==> config.mk <==
export PLATFORM = sky130hd
export DESIGN_NAME = bus_arb_dec
export DESIGN_NICKNAME = d
export VERILOG_FILES = /design/src/rtl/bus_arb_dec_pkg.sv /design/src/rtl/bus_arb_dec_addr.sv /design/src/rtl/bus_arb_dec.sv
export SDC_FILE = /design/constraint.sdc
export NUM_CORES = 1
export LEC_CHECK = 0
export ABC_AREA = 1
export CAP_MARGIN = 10
export CORE_AREA = 8 8 103 105
export DETAILED_ROUTE_END_ITERATION = 12
export DIE_AREA = 0 0 111 113
export PLACE_DENSITY = 0.76
export SYNTH_ARGS = -nofsm -noshare
export SYNTH_HDL_FRONTEND = slang
export SYNTH_SLANG_ARGS = --single-unit
==> constraint.sdc <==
create_clock -name clk -period 2.6 [get_ports clk]
set_input_delay 0.26 -clock clk [delete_from_list [all_inputs] [get_ports clk]]
set_output_delay 0.26 -clock clk [all_outputs]
set_load 0.01 [all_outputs]
==> src/rtl/bus_arb_dec_pkg.sv <==
// Shared definitions for the two-master bus arbiter / address decoder:
// arbiter states, slave indices and address map.
package bus_arb_dec_pkg;

  typedef enum logic [1:0] {
    IDLE     = 2'd0,
    GRANT_M0 = 2'd1,
    GRANT_M1 = 2'd2
  } arb_state_t;

  localparam logic [1:0] SLV_DMAC = 2'd0;
  localparam logic [1:0] SLV_ALU  = 2'd1;
  localparam logic [1:0] SLV_MEM  = 2'd2;
  localparam logic [1:0] SLV_NONE = 2'd3;

  localparam logic [15:0] DMAC_BASE     = 16'h0000;
  localparam logic [15:0] DMAC_LAST     = 16'h00FF;
  localparam logic [15:0] ALU_BASE      = 16'h0100;
  localparam logic [15:0] ALU_LAST      = 16'h01FF;
  localparam logic [15:0] MEM_BASE_DFLT = 16'h0200;
  localparam logic [15:0] MEM_LAST_DFLT = 16'h07FF;

endpackage

==> src/rtl/bus_arb_dec_addr.sv <==
// Combinational address decoder: maps a 16-bit bus address to a slave index.
module bus_addr_dec
  import bus_arb_dec_pkg::*;
#(
  parameter logic [15:0] MEM_BASE = MEM_BASE_DFLT,
  parameter logic [15:0] MEM_LAST = MEM_LAST_DFLT
) (
  input  logic [15:0] address,
  output logic [1:0]  slv_idx
);

  // DMAC region starts at zero, so only its upper bound needs a compare.
  always_comb begin
    slv_idx = SLV_NONE;
    if (address <= DMAC_LAST)
      slv_idx = SLV_DMAC;
    else if (address >= ALU_BASE && address <= ALU_LAST)
      slv_idx = SLV_ALU;
    else if (address >= MEM_BASE && address <= MEM_LAST)
      slv_idx = SLV_MEM;
  end

endmodule

==> src/rtl/bus_arb_dec.sv <==
// Two-master (host, DMAC) non-preemptive bus arbiter with a shared command
// path, address decode to three slaves and a registered read-return mux.
module bus_arb_dec
  import bus_arb_dec_pkg::*;
#(
  parameter logic [15:0] MEM_BASE = MEM_BASE_DFLT,
  parameter logic [15:0] MEM_LAST = MEM_LAST_DFLT
) (
  input  logic        clk,
  input  logic        reset,
  input  logic        m0_req,
  input  logic        m0_wr,
  input  logic [15:0] m0_address,
  input  logic [31:0] m0_dout,
  input  logic        m1_req,
  input  logic        m1_wr,
  input  logic [15:0] m1_address,
  input  logic [31:0] m1_dout,
  output logic        m0_grant,
  output logic        m1_grant,
  output logic [31:0] m_din,
  output logic        s0_sel,
  output logic        s1_sel,
  output logic        s2_sel,
  output logic        s_wr,
  output logic [15:0] s_address,
  output logic [31:0] s_din,
  input  logic [31:0] s0_dout,
  input  logic [31:0] s1_dout,
  input  logic [31:0] s2_dout
);

  arb_state_t  state, state_nxt;
  logic        act_req, act_wr;
  logic [1:0]  slv_idx;
  logic [1:0]  idx_p1;
  logic        rd_p1;

  always_ff @(posedge clk) begin
    if (reset) state <= IDLE;
    else       state <= state_nxt;
  end

  // No preemption: the owner keeps the bus until it drops its request.
  always_comb begin
    state_nxt = state;
    case (state)
      IDLE: begin
        if (m0_req)      state_nxt = GRANT_M0;
        else if (m1_req) state_nxt = GRANT_M1;
      end
      GRANT_M0: begin
        if (!m0_req) state_nxt = m1_req ? GRANT_M1 : IDLE;
      end
      GRANT_M1: begin
        if (!m1_req) state_nxt = m0_req ? GRANT_M0 : IDLE;
      end
      default: state_nxt = IDLE;
    endcase
  end

  always_comb begin
    m0_grant = (state == GRANT_M0);
    m1_grant = (state == GRANT_M1);
  end

  always_comb begin
    act_req   = 1'b0;
    act_wr    = 1'b0;
    s_address = 16'h0000;
    s_din     = 32'h0;
    case (state)
      GRANT_M0: begin
        act_req   = m0_req;
        act_wr    = m0_wr;
        s_address = m0_address;
        s_din     = m0_dout;
      end
      GRANT_M1: begin
        act_req   = m1_req;
        act_wr    = m1_wr;
        s_address = m1_address;
        s_din     = m1_dout;
      end
      default: ;
    endcase
  end

  bus_addr_dec #(
    .MEM_BASE (MEM_BASE),
    .MEM_LAST (MEM_LAST)
  ) u_addr_dec (
    .address (s_address),
    .slv_idx (slv_idx)
  );

  always_comb begin
    s_wr   = act_req & act_wr;
    s0_sel = act_req & (slv_idx == SLV_DMAC);
    s1_sel = act_req & (slv_idx == SLV_ALU);
    s2_sel = act_req & (slv_idx == SLV_MEM);
  end

  // ---- stage p1: read return, independent of the grant in this cycle ----
  always_ff @(posedge clk) begin
    if (reset) begin
      rd_p1  <= 1'b0;
      idx_p1 <= SLV_NONE;
    end else begin
      rd_p1  <= act_req & ~act_wr;
      idx_p1 <= slv_idx;
    end
  end

  always_comb begin
    m_din = 32'h0;
    if (rd_p1) begin
      case (idx_p1)
        SLV_DMAC: m_din = s0_dout;
        SLV_ALU:  m_din = s1_dout;
        SLV_MEM:  m_din = s2_dout;
        default:  m_din = 32'h0;
      endcase
    end
  end

endmodule

==> run metrics <==
Clock Latency Late Sink 0.22 ns; vias per cell 4.46; R2R setup slack 1.18 ns; Max-slew headroom 77.0%; post-route ant nets 0; peak supply drop 0.000178 V; Setup crit start state[1]; Final Util 55.6%; leak pwr 2.25 nW; Die X 111 um; Worst Clk Skew 0.00259 ns; Hold Path End state[0]; Core Region 8980 sq um; drt drc 0; CP endpoint kind primary output; min-delay worst type flip-flop to flip-flop; Worst EP arrival 2.22 ns; Max-Cap Viols 0; total gr overflow 0; Rows 35; IO Pins 284; Post-Syn Area per Cell 4.48 sq um; Seq/Total Area, Yosys 5.02%; final worst-path cycle share 95.3%; Yosys reg bits 5; Switching Power 0.000671 W; via count 3688; Seq pwr share 6.9%; wire length per cell 16.3 um; crit path launch type flip-flop; HPWL Detailed 11.5 mm; GP Congestion 0.838; Peak Freq 0.403 GHz; Switching Fraction 44.3%; Mapped Area 1990 sq um; outcome finished clean; Clock Tree Buf Depth 2; Area Growth Syn to Fin 150%; Clk pwr share 9.4%; RSZ-0062 raised after global routing no; CTS tree done; DP Worst Slack 0.133 ns; Hold Path Depth 2; Fin Setup TNS 0 ns; synth unique cells 20; Internal 0.000844 W; DRT iter0 DRCs 306; initial core utilization 22.2%; Die Y 113 um; clock tree root driver cell clkbuf_8; CTS H-tree lvls 1; crit-path max FO 12; Post-Synthesis Cells 445; layout cells sized above 1 4.20%; largest net degree at the start of global routing 41; worst r2r src state[1]; port buffer count 283; CP required 2.34 ns; number of global-route vias before repair 3707; first-pass detailed-route iteration total 4; Worst Slack Setup Final 0.122 ns; CTS buffer count 3; depth of the most critical reg-to-reg path 9; die area 12500 sq um; clock sinks 5; Final Net Count 918; synthesized net count 647; Combinational Power Share 83.7%; Yosys warning count 0; Worst-path clk slew 0.04 ns; final hold viol count 0; Hold Path Origin state[0]; GR Util All Layers 19.8%; Reg2Reg Capture Point state[1]; initial antenna violation count 0; pwr/cell area 304 nW/um^2; final WL 13.5 mm; # setup viols final 0; Setup Crit Path Kind flip-flop to primary output; Slew @ Worst Pin 0.345 ns; global-route wire length before repair 20.3 mm; Ant. Diodes 0; min Tclk post-route 2.48 ns; max-slew violations 0
## registers in the layout (all words and copies together) (netlist names)
name and count:
idx_p1 2, rd_p1 1, state 2
## worst max path at each step
| stage | to | cells past startpoint | slack (ns) |
|---|---|---|---|
| 2_1_floorplan | s0_sel | 8 | 0.87 |
| 3_3_place_gp | s0_sel | 8 | 0.25 |
| 3_5_place_dp | s0_sel | 9 | 0.13 |
| 4_1_cts | s0_sel | 9 | 0.04 |
| 5_1_grt | s0_sel | 10 | 0.005 |
| 6_report | s0_sel | 10 | 0.12 |
## power by group through the flow
stage	logic, W	clock network (W)	registers (W)
2_1_floorplan	0.000636	0	0.000100
3_3_place_gp	0.00122	0	0.000102
3_5_place_dp	0.00124	0	0.000103
4_1_cts	0.00125	0.000147	0.000102
5_1_grt	0.00140	0.000156	0.000107
6_report	0.00127	0.000143	0.000104
## area by class of cell
cell class	instances	area [sq um]
inverters	58	218
fillers	842	3990
well taps	111	139
repair buffers	293	2930
flip-flops and latches	5	101
clock buffers	4	45.0
multi-input cells	355	1550
## layout by cell type (no fill, tap or decap), types with 2 or more instances in the layout
master	instances
o22ai_1	2
ha_4	3
clkbuf_8	3
buf_12	2
nor2_1	8
inv_2	3
buf_4	8
dfxtp_1	4
inv_1	55
clkdlybuf4s50_1	283
nand2_2	5
a21oi_1	43
nand4_1	3
nor2_2	2
nand2_1	249
nand3_1	34
## worst max-delay path, cell delays in order (launching register included)
cell and delay [ns]:
dfxtp_1 0.39, inv_2 0.10, ha_4 0.21, nand2_1 0.09, nand2_1 0.05, nand2_1 0.09
inv_1 0.07, nor2_2 0.13, nand3_2 0.10, nor2_1 0.16, clkdlybuf4s50_1 0.58
## logic make-up after synthesis
logic type	synth area share, %
compound gates	11.9
fa+ha+maj	2.51
simple gates	61.5
flops	5.02
buf+inv	19.1
## layer usage
layer	track usage, %	vias to the layer above	wire, um
met5	0	-	0
li1	-	1883	-
met4	3.51	0	223
met1	19.7	1613	4880
met2	37.0	174	6930
met3	9.05	18	1410
## through the flow
| step | power (W) | instances | hold WS, ns | instance area (sq um) |
|---|---|---|---|---|
| floorplan | 0.000736 | 445 | 0.329 | 1990 |
| global placement | 0.00132 | 822 | 0.486 | 4910 |
| global route | 0.00166 | 826 | 0.543 | 4990 |
| finish | 0.00152 | 826 | 0.507 | 4990 |
| CTS | 0.00150 | 826 | 0.508 | 4960 |
| detailed placement | 0.00134 | 822 | 0.500 | 4910 |
## timing repair
item	in CTS	in global routing
hold buffers	0	0
endpoints found under the setup margin	5	6
setup buffers	0	0
cloned	0	0
gates resized for setup	3	6
pin swaps	0	1
## synth_stat cells
master | count | share of area, %
a21oi_1 | 43 | 11
buf_1 | 3 | 0.56
buf_2 | 19 | 4.8
buf_6 | 5 | 2.8
dfxtp_1 | 5 | 5.0
ha_1 | 4 | 2.5
inv_1 | 57 | 11
inv_2 | 1 | 0.19
nand2_1 | 249 | 47
nand2_2 | 5 | 1.6
nand3_1 | 34 | 8.5
nand3_2 | 1 | 0.50
nand4_1 | 3 | 0.94
nor2_1 | 9 | 1.7
nor2_2 | 1 | 0.31
nor2_4 | 1 | 0.56
nor3_1 | 1 | 0.25
o21ai_2 | 1 | 0.44
o22ai_1 | 2 | 0.63
or2_1 | 1 | 0.31
Power figures use the tool's default switching activity.
